`src/rtl/moving_average_pkg.sv`:
```
// moving_average_pkg: shared state encoding and width helpers for the TDM moving-average filter
package moving_average_pkg;
  typedef enum logic {ST_CLEAR, ST_IDLE} state_t;
  function automatic int acc_w(input int i_w, input int m_w);
    return i_w + m_w;
  endfunction
  function automatic int sub_w(input int i_w);
    return i_w + 1;
  endfunction
  function automatic int clamp_log2n(input int v, input int mx);
    return (v > mx) ? mx : v;
  endfunction
endpackage

```
`src/rtl/ma_sample_ram.sv`:
```
// ma_sample_ram: single-port read-first RAM holding every channel's delay line
module ma_sample_ram #(
  parameter int W = 12,
  parameter int DEPTH = 256,
  parameter int AW = 8
) (
  input  logic          i_clk,
  input  logic          we,
  input  logic [AW-1:0] addr,
  input  logic [W-1:0]  wdata,
  output logic [W-1:0]  rdata
);
  logic [W-1:0] mem [DEPTH];
  always_ff @(posedge i_clk) begin
    if (we) mem[addr] <= wdata;
    rdata <= mem[addr];
  end
endmodule

```
`src/rtl/moving_average_mc.sv`:
```
// moving_average_mc: multi-channel TDM moving-average filter with run-time window 2**log2n
module moving_average_mc
  import moving_average_pkg::*;
#(
  parameter int G_I_W = 12,
  parameter int G_M_W_MAX = 6,
  parameter int G_CH = 4,
  parameter int G_LOG2N_RST = 4,
  localparam int G_CH_W = (G_CH > 1) ? $clog2(G_CH) : 1,
  localparam int L_W = $clog2(G_M_W_MAX + 1)
) (
  input  logic                    i_clk,
  input  logic                    i_rst,
  input  logic                    i_valid,
  input  logic [G_CH_W-1:0]       i_ch,
  input  logic signed [G_I_W-1:0] i_sample,
  input  logic                    i_cfg_we,
  input  logic [L_W-1:0]          i_cfg_log2n,
  output logic                    o_ready,
  output logic                    o_valid,
  output logic [G_CH_W-1:0]       o_ch,
  output logic signed [G_I_W-1:0] o_result,
  output logic                    o_primed,
  output logic [L_W-1:0]          o_log2n
);
  localparam int A_W = acc_w(G_I_W, G_M_W_MAX);
  localparam int S_W = sub_w(G_I_W);
  localparam int DEPTH = G_CH << G_M_W_MAX;
  localparam int AD_W = G_CH_W + G_M_W_MAX;
  state_t state;
  logic [AD_W-1:0] clr_addr, ram_addr;
  logic [G_M_W_MAX-1:0] ptr [G_CH];
  logic signed [A_W-1:0] acc [G_CH];
  logic [G_M_W_MAX:0] cnt [G_CH];
  logic [L_W-1:0] log2n;
  logic cfg_acc, acc_en, kill, ram_we;
  logic s1_v, s2_v;
  logic [G_CH_W-1:0] s1_ch, s2_ch;
  logic signed [G_I_W-1:0] s1_x, x_old, ram_wdata;
  logic signed [S_W-1:0] s2_sub;
  logic signed [A_W-1:0] acc_new;
  logic signed [A_W:0] rnd, rnd_sum;
  logic [G_M_W_MAX:0] n_val, cnt_new;
  logic [G_M_W_MAX-1:0] ptr_mask;
  assign o_ready = state == ST_IDLE;
  assign o_log2n = log2n;
  assign cfg_acc = i_cfg_we && o_ready;
  assign acc_en = i_valid && o_ready && !i_cfg_we && (int'(i_ch) < G_CH);
  // anything still in the pipeline when a clear begins is dropped, not delayed
  assign kill = !o_ready || i_cfg_we;
  assign n_val = (G_M_W_MAX + 1)'(1) << log2n;
  assign ptr_mask = G_M_W_MAX'(n_val - 1'b1);
  assign ram_addr = o_ready ? {i_ch, ptr[i_ch]} : clr_addr;
  assign ram_we = !o_ready || acc_en;
  assign ram_wdata = o_ready ? i_sample : '0;
  assign acc_new = acc[s2_ch] + A_W'(s2_sub);
  assign cnt_new = (cnt[s2_ch] >= n_val) ? n_val : cnt[s2_ch] + 1'b1;
  assign rnd = (log2n == '0) ? '0 : (A_W + 1)'(1) << (log2n - 1'b1);
  assign rnd_sum = acc_new + rnd;
  ma_sample_ram #(.W(G_I_W), .DEPTH(DEPTH), .AW(AD_W)) u_ram (
    .i_clk(i_clk),
    .we(ram_we),
    .addr(ram_addr),
    .wdata(ram_wdata),
    .rdata(x_old)
  );
  always_ff @(posedge i_clk) begin
    if (i_rst) begin
      state <= ST_CLEAR;
      clr_addr <= '0;
      log2n <= L_W'(G_LOG2N_RST);
      s1_v <= 1'b0;
      s2_v <= 1'b0;
      o_valid <= 1'b0;
      o_ch <= '0;
      o_result <= '0;
      o_primed <= 1'b0;
    end else begin
      s1_v <= acc_en;
      s2_v <= s1_v && !kill;
      o_valid <= s2_v && !kill;
      if (s2_v && !kill) begin
        o_ch <= s2_ch;
        o_result <= G_I_W'(rnd_sum >>> log2n);
        o_primed <= cnt_new >= n_val;
      end
      if (cfg_acc) begin
        state <= ST_CLEAR;
        clr_addr <= '0;
        log2n <= L_W'(clamp_log2n(int'(i_cfg_log2n), G_M_W_MAX));
      end else if (!o_ready) begin
        clr_addr <= clr_addr + 1'b1;
        if (clr_addr == AD_W'(DEPTH - 1)) state <= ST_IDLE;
      end
    end
  end
  // per-channel state is read and written only in S2, so back-to-back samples never race
  always_ff @(posedge i_clk) begin
    s1_ch <= i_ch;
    s1_x <= i_sample;
    s2_ch <= s1_ch;
    s2_sub <= S_W'(s1_x) - S_W'(x_old);
    if (s2_v && !kill) begin
      acc[s2_ch] <= acc_new;
      cnt[s2_ch] <= cnt_new;
    end
    if (acc_en) ptr[i_ch] <= (ptr[i_ch] + 1'b1) & ptr_mask;
    if (!o_ready)
      for (int c = 0; c < G_CH; c++) begin
        acc[c] <= '0;
        cnt[c] <= '0;
        ptr[c] <= '0;
      end
  end
endmodule

```
`config.mk`:
```
export PLATFORM = sky130hd
export DESIGN_NAME = moving_average_mc
export DESIGN_NICKNAME = d
export VERILOG_FILES = /design/src/rtl/moving_average_pkg.sv /design/src/rtl/ma_sample_ram.sv /design/src/rtl/moving_average_mc.sv
export SDC_FILE = /design/constraint.sdc
export NUM_CORES = 2
export LEC_CHECK = 0
export CAP_MARGIN = 0
export CORE_UTILIZATION = 50
export CTS_CLUSTER_SIZE = 14
export DETAILED_ROUTE_END_ITERATION = 6
export PLACE_DENSITY = 0.65
export RECOVER_POWER = 100
export SLEW_MARGIN = 5
export SYNTH_ARGS = -nofsm -noshare
export SYNTH_HDL_FRONTEND = slang
export SYNTH_HIERARCHICAL = 1
export SYNTH_SLANG_ARGS = --single-unit
```
`constraint.sdc`:
```
create_clock -name i_clk -period 7.46 [get_ports i_clk]
set_input_delay 1.865 -clock i_clk [delete_from_list [all_inputs] [get_ports i_clk]]
set_output_delay 1.865 -clock i_clk [all_outputs]
set_load 0.02 [all_outputs]
```
After elaboration in Yosys (flattened, before gate mapping):

Memories as Yosys holds them, arrays and structs flattened. A register that Yosys moved wholly into a read port is not among the register bits.
Cells that the tools add are included.

* register bits: 59
* memories kept: 4
* output and inout port bits: 20
* bits of input ports: 21
* memory bits (writable): 3196
* logic and storage cells: 71
* latch bits: 0
* bits in read-only memories: 0

Memory list
* u_ram.mem: depth 256, bits a word 12, read ports 1, clocked after memory_dff 1, write ports 1, line ma_sample_ram.sv:13 `logic [W-1:0] mem [DEPTH];`
* acc: depth 4, bits a word 18, read ports 1, clocked after memory_dff 1, write ports 4, line moving_average_mc.sv:33 `logic signed [A_W-1:0] acc [G_CH];`
* cnt: depth 4, bits a word 7, read ports 1, clocked after memory_dff 1, write ports 4, line moving_average_mc.sv:34 `logic [G_M_W_MAX:0] cnt [G_CH];`
* ptr: depth 4, bits a word 6, read ports 1, clocked after memory_dff 0, write ports 4, line moving_average_mc.sv:32 `logic [G_M_W_MAX-1:0] ptr [G_CH];`

* $add $sub $neg: 8
* divide/modulo/power cells: 0
* $lt $le $gt $ge: 3
* shifts and indexed selects: 3
* equality and inequality tests: 1
* bitwise operators: 1
* multipliers: 0
* multiplexer cells: 23
* reductions and logical operators: 15

Operators with widths (count)
* adder 18 x 19 -> 19 bit: 1
* 2-to-1 mux 19 bit: 1
* << shifter 1 x 3 -> 19 bit, first input constant: 1
* >>> shifter 19 x 3 -> 12 bit: 1
* adder 18 x 13 -> 18 bit: 1
* 2-to-1 mux 18 bit: 1
* OR reduction 18 bit: 1
* greater-or-equal comparator 7 bit: 2
* 2-to-1 mux 7 bit: 2
* subtractor 12 x 12 -> 13 bit: 1
* 2-to-1 mux 1 bit: 12
* 2-to-1 mux 12 bit: 1
* adder 8 x 1 -> 8 bit, second input constant: 1
* equality test 8 bit, second input constant: 1
* 2-to-1 mux 8 bit: 1
* adder 7 x 1 -> 7 bit, second input constant: 1
* OR reduction 7 bit: 1
* << shifter 1 x 3 -> 7 bit, first input constant: 1
* adder 6 x 1 -> 6 bit, second input constant: 1
* AND 6 bit: 1
* 2-to-1 mux 2 bit: 3
* 2-to-1 mux 6 bit: 1
* OR reduction 6 bit: 1
* subtractor 6 x 1 -> 6 bit, second input constant: 1
* other kinds (8): 15

Longest topological paths before layout:

* depth in word-level cells: 7
* gate-level depth with buffers: 25
* depth with buffers taken out: 22

Modules after synthesis:

The synthesis kept the hierarchy.

Modules (own cells, without submodules)
* ma_sample_ram: instances 1, cells each 5137, area each 116844.6 um2, sequential area each 92488.7 um2
* moving_average_mc: instances 1, cells each 1197, area each 10652.7 um2, sequential area each 3973.8 um2

Least setup slack after synthesis:

Ideal clock, no wire load.

* path type: in2reg
* start: in i_sample[0]
* end: mem u_ram.mem[0][0] (data pin)
* library setup time: 0.867 ns
* path slack: 1.501 ns
* path buffers: 0
* arrival time: 5.092 ns
* data required time: 6.593 ns
* stages: 1
* path through: and2_1

* cells in the longest elaborated chain, start to end: 1

RTL lines
* start: declaration: line moving_average_mc.sv:16 `input logic signed [G_I_W-1:0] i_sample,`
* 2-to-1 mux 12 bit: line moving_average_mc.sv:55 `assign ram_wdata = o_ready ? i_sample : '0;`
* end: declaration: line ma_sample_ram.sv:13

Every way passes these cells.

Final worst setup path:

* start: in i_ch[0]
* end: reg u_ram.rdata[11], read port of u_ram.mem

* cells in the longest elaborated chain, start to end: 2

RTL lines
* start: declaration: line moving_average_mc.sv:15 `input logic [G_CH_W-1:0] i_ch,`
* memory read (4 x 6 bit)
* 2-to-1 mux 8 bit: line moving_average_mc.sv:53 `assign ram_addr = o_ready ? {i_ch, ptr[i_ch]} : clr_addr;`
* net ram_addr[2]: line moving_average_mc.sv:31 `logic [AD_W-1:0] clr_addr, ram_addr;`
* end: declaration: line ma_sample_ram.sv:11 `output logic [W-1:0] rdata`

The timed path passes the listed nets, and every way through them passes these cells.
A chain may end at the register's enable or synchronous reset.

==> results.md <==
* Outcome: finished, violations left
* Failing checks: capacitance limit, slew limit
* Clock slew seen by the registers of the worst setup and hold paths at 0.06 ns
* Total negative slack at 0 ns
* Core area at 254000 µm²
* Via density at 6.29
* Most frequent cell on the critical path: clkbuf_1
* Int Power at 30.5 mW
* Remaining antenna violation count at 0
* Max Fclk at 144 MHz
* Die W at 507 µm
* Max-Slew Margin vs Limit at -271%
* DIE HEIGHT at 507 µm
* Fillers at 18800
* Worst slack, placed at 0.132 ns
* Worst path required time at 8.33 ns
* Post-Syn Nets at 6415
* Switching Share at 21.3%
* Worst hold start: s1_ch[1]
* R2r endpoint: u_ram/mem[65][6]
* Combinational power share at 6.3%
* FF-to-FF setup slack at 0.87 ns
* CP Data Arrival Time at 7.79 ns
* Post-route clock period utilization at 92.8%
* RSZ-0062 raised after global routing: false
* Yosys Warn Count at 6
* Initial Util at 50.3%
* Final net count at 6908
* Psw at 8.24 mW
* Syn-to-layout area delta at 13.2%
* PnR Total Power at 38.8 mW
* Post-CTS Setup Bufs at 0
* Syn Std Cell Area at 127000 µm²
* Synthesized area per cell at 20.1 µm²
* Largest net degree at the start of global routing at 225
* Clock root buffer: clkbuf_16
* Clock Latency Late Sink at 0.96 ns
* Max incr delay on CP at 1.42 ns
* Post-synth EDFFs at 3103
* I/O pin count at 41
* Finished Layout Cells at 10400
* Clk pwr share at 42.3%
* Placed Area at 135000 µm²
* Worst-margin pin slew at 5.56 ns
* Final Skew at 0.0795 ns
* Pleak at 47.7 nW
* Final Hold Slack at 0.331 ns
* Layout cells sized above 1 at 21.3%
* Routed vias at 65700
* CP delay by family, top: buffers and inverters
* Setup crit end kind: flip-flop
* Critical path's slowest cell: nor2_1
* First-pass GRT wire length at 465000 µm
* DRT Wirelength at 320000 µm
* R2R Path Start: o_ready
* Tot GR Track Use at 24.9%
* Dpl cells at 9849
* Die Area at 257000 µm²
* GRT Residual Overflow at 0
* Main synth FF type: edfxtp_1
* Post_cts resized at 0
* Clk sinks at 3267
* Sequential share of the synthesized area at 75.7%
* Tmin final at 6.92 ns
* First drt pass iteration count at 6
* CP max FO at 22
* DRC violation count after routing at 0
* Async set-reset flop share out of synthesis at 0%
* Synth Instances at 6334
* Pwr/cell area at 268 nW/µm²
* Final HPWL DP at 190000 µm
* Hold Path Sink: s2_ch[1]
* Share of power burned in registers at 51.4%
* Unique cell type count in the Yosys netlist at 84
* Placer Congestion at 0.853
* Min-delay worst type: reg2reg
* Initial DRC Count at 7606
* Max VDD drop at 0.000257 V
* Cts bufs inserted at 341
* CTS tree: built
* Port bufs at 40
* Crit-path cells: dlygate4sd3_1, mux4_2, a21o_1, nor2_1, clkbuf_1, a22oi_1, a21oi_1, o41ai_1, clkbuf_1, nand4_1
* Fin. Hold Viols at 0
* Worst r2r path cells at 3
* Hold-fix buffers, CTS at 0
* Core Util, Final at 56.9%
* Hold path cells at 0
* Stages on the worst setup path at 10
* # setup viols final at 0
* Final Max Tran Viols at 1613
* Yosys reg bits at 3267
* CP startpoint kind: primary input
* Clock Path Buffers at 4
* Cell Rows at 185
* Sum of buffers and inverters on the critical path at 3
* Final Cell Area at 144000 µm²
* Initial antenna violation count at 6
* Kind of critical path: in2reg
* Max capacitance violation total at 27
* WL/cell at 30.6 µm
* Setup slack after layout at 0.538 ns
* H-tree depth at 5
* Vias in the first global route at 65900
==> cell usage after synthesis, types with 51 or more instances <==
cell type	n	area share (%)
a22oi_1	386	2.3
o41ai_1	51	0.35
ha_1	57	0.56
inv_1	65	0.19
nand2_1	118	0.35
nor2_1	350	1.0
edfxtp_1	3103	73
buf_2	83	0.33
clkbuf_1	264	0.78
a21oi_1	260	1.0
nand3_1	96	0.38
mux4_2	801	14
dfxtp_1	164	2.6
o21ai_0	84	0.33
==> worst max path at each step <==
stage | slack, ns | end | from
floorplan | 1.50 | u_ram/mem[0][0] | i_sample[0]
global placement | -0.07 | u_ram/rdata[0] | i_ch[0]
detailed placement | 0.13 | u_ram/rdata[3] | i_ch[0]
CTS | 1.10 | u_ram/rdata[3] | i_ch[0]
global route | 0.49 | o_primed | s2_ch[1]
finish | 0.54 | u_ram/rdata[11] | i_ch[0]
==> sequential cells by signal (all words and copies together), names as in the netlist <==
signal / cells
u_ram/mem: 3072
acc: 72
cnt: 28
ptr: 24
s2_sub: 13
o_result: 12
s1_x: 12
u_ram/rdata: 12
clr_addr: 8
o_log2n: 3
o_ch: 2
s1_ch: 2
s2_ch: 2
o_primed: 1
o_ready: 1
o_valid: 1
s1_v: 1
s2_v: 1
==> routing by layer <==
metal | share of wire, % | global-route usage [%] | vias to the layer above
met2 | 48 | 39.3 | 3067
met3 | 8.7 | 4.51 | 526
met1 | 40 | 35.7 | 34700
met5 | 0.0038 | 0 | -
met4 | 3.1 | 7.63 | 2
li1 | - | - | 27400
==> cell type report <==
cell class / instances / area (µm²) / area share (%)
Antenna cell: 1 / 2.50 / 0.00173
Clock buffer: 425 / 9020 / 6.25
Clock inverter: 168 / 1640 / 1.13
Inverter: 66 / 248 / 0.172
Multi-Input combinational cell: 2598 / 29200 / 20.2
Sequential cell: 3267 / 96500 / 66.8
Tap cell: 3366 / 4210 / 2.92
Timing Repair Buffer: 553 / 3570 / 2.48
==> power groups by stage <==
stage	sequential, mW	clock (mW)	combinational, mW
final	19.9	16.4	2.45
after floorplan	20.2	0	1.75
after detailed placement	20.3	0	2.47
after CTS	19.9	16.6	2.49
after global routing	19.9	17.3	2.62
after global placement	20.3	0	2.45
==> worst register-to-register path: cells and delay by family (launching register included) <==
| family | cells | cell delay, ns |
|---|---|---|
| buffers and inverters | 2 | 1.53 |
| AND/OR/NAND/NOR | 1 | 3.94 |
| flip-flops | 1 | 0.57 |
==> cells in the final DEF (no fill, tap or decap), types with 15 or more instances in the layout <==
cell	synthesis	final
nand3_1	96	94
edfxtp_1	3103	3103
nand2b_1	17	15
clkbuf_16	0	344
o21ai_0	84	88
mux4_2	801	801
dlygate4sd3_1	0	34
clkinv_1	1	74
and2_0	0	17
buf_12	0	38
clkbuf_1	264	379
bufinv_16	0	32
nand4_1	21	21
clkinv_2	0	42
a21oi_1	260	262
inv_1	65	65
a21o_1	14	15
xnor2_1	28	28
o41ai_1	51	45
a22oi_1	386	386
a211oi_1	27	27
buf_4	13	159
nor3_1	48	42
nor2_1	350	349
nor2b_1	18	16
ha_1	57	57
dfxtp_1	164	162
nand2_1	118	117
==> kinds of logic (layout without fill, tap and decap cells) <==
| family | Yosys count | count (layout) | share of synthesized area (%) |
|---|---|---|---|
| DFF | 3267 | 3267 | 75.7 |
| AOI/OAI and AO/OA | 922 | 922 | 4.88 |
| muxes | 819 | 819 | 14.3 |
| and+or+nand+nor | 754 | 754 | 2.71 |
| buffers and inverters | 469 | 1212 | 1.55 |
| adders and majority gates | 60 | 60 | 0.606 |
| xor gates and xnor gates | 43 | 43 | 0.301 |
| other | 0 | 1 | 0 |
No activity file was read; power rests on OpenSTA's default activity.
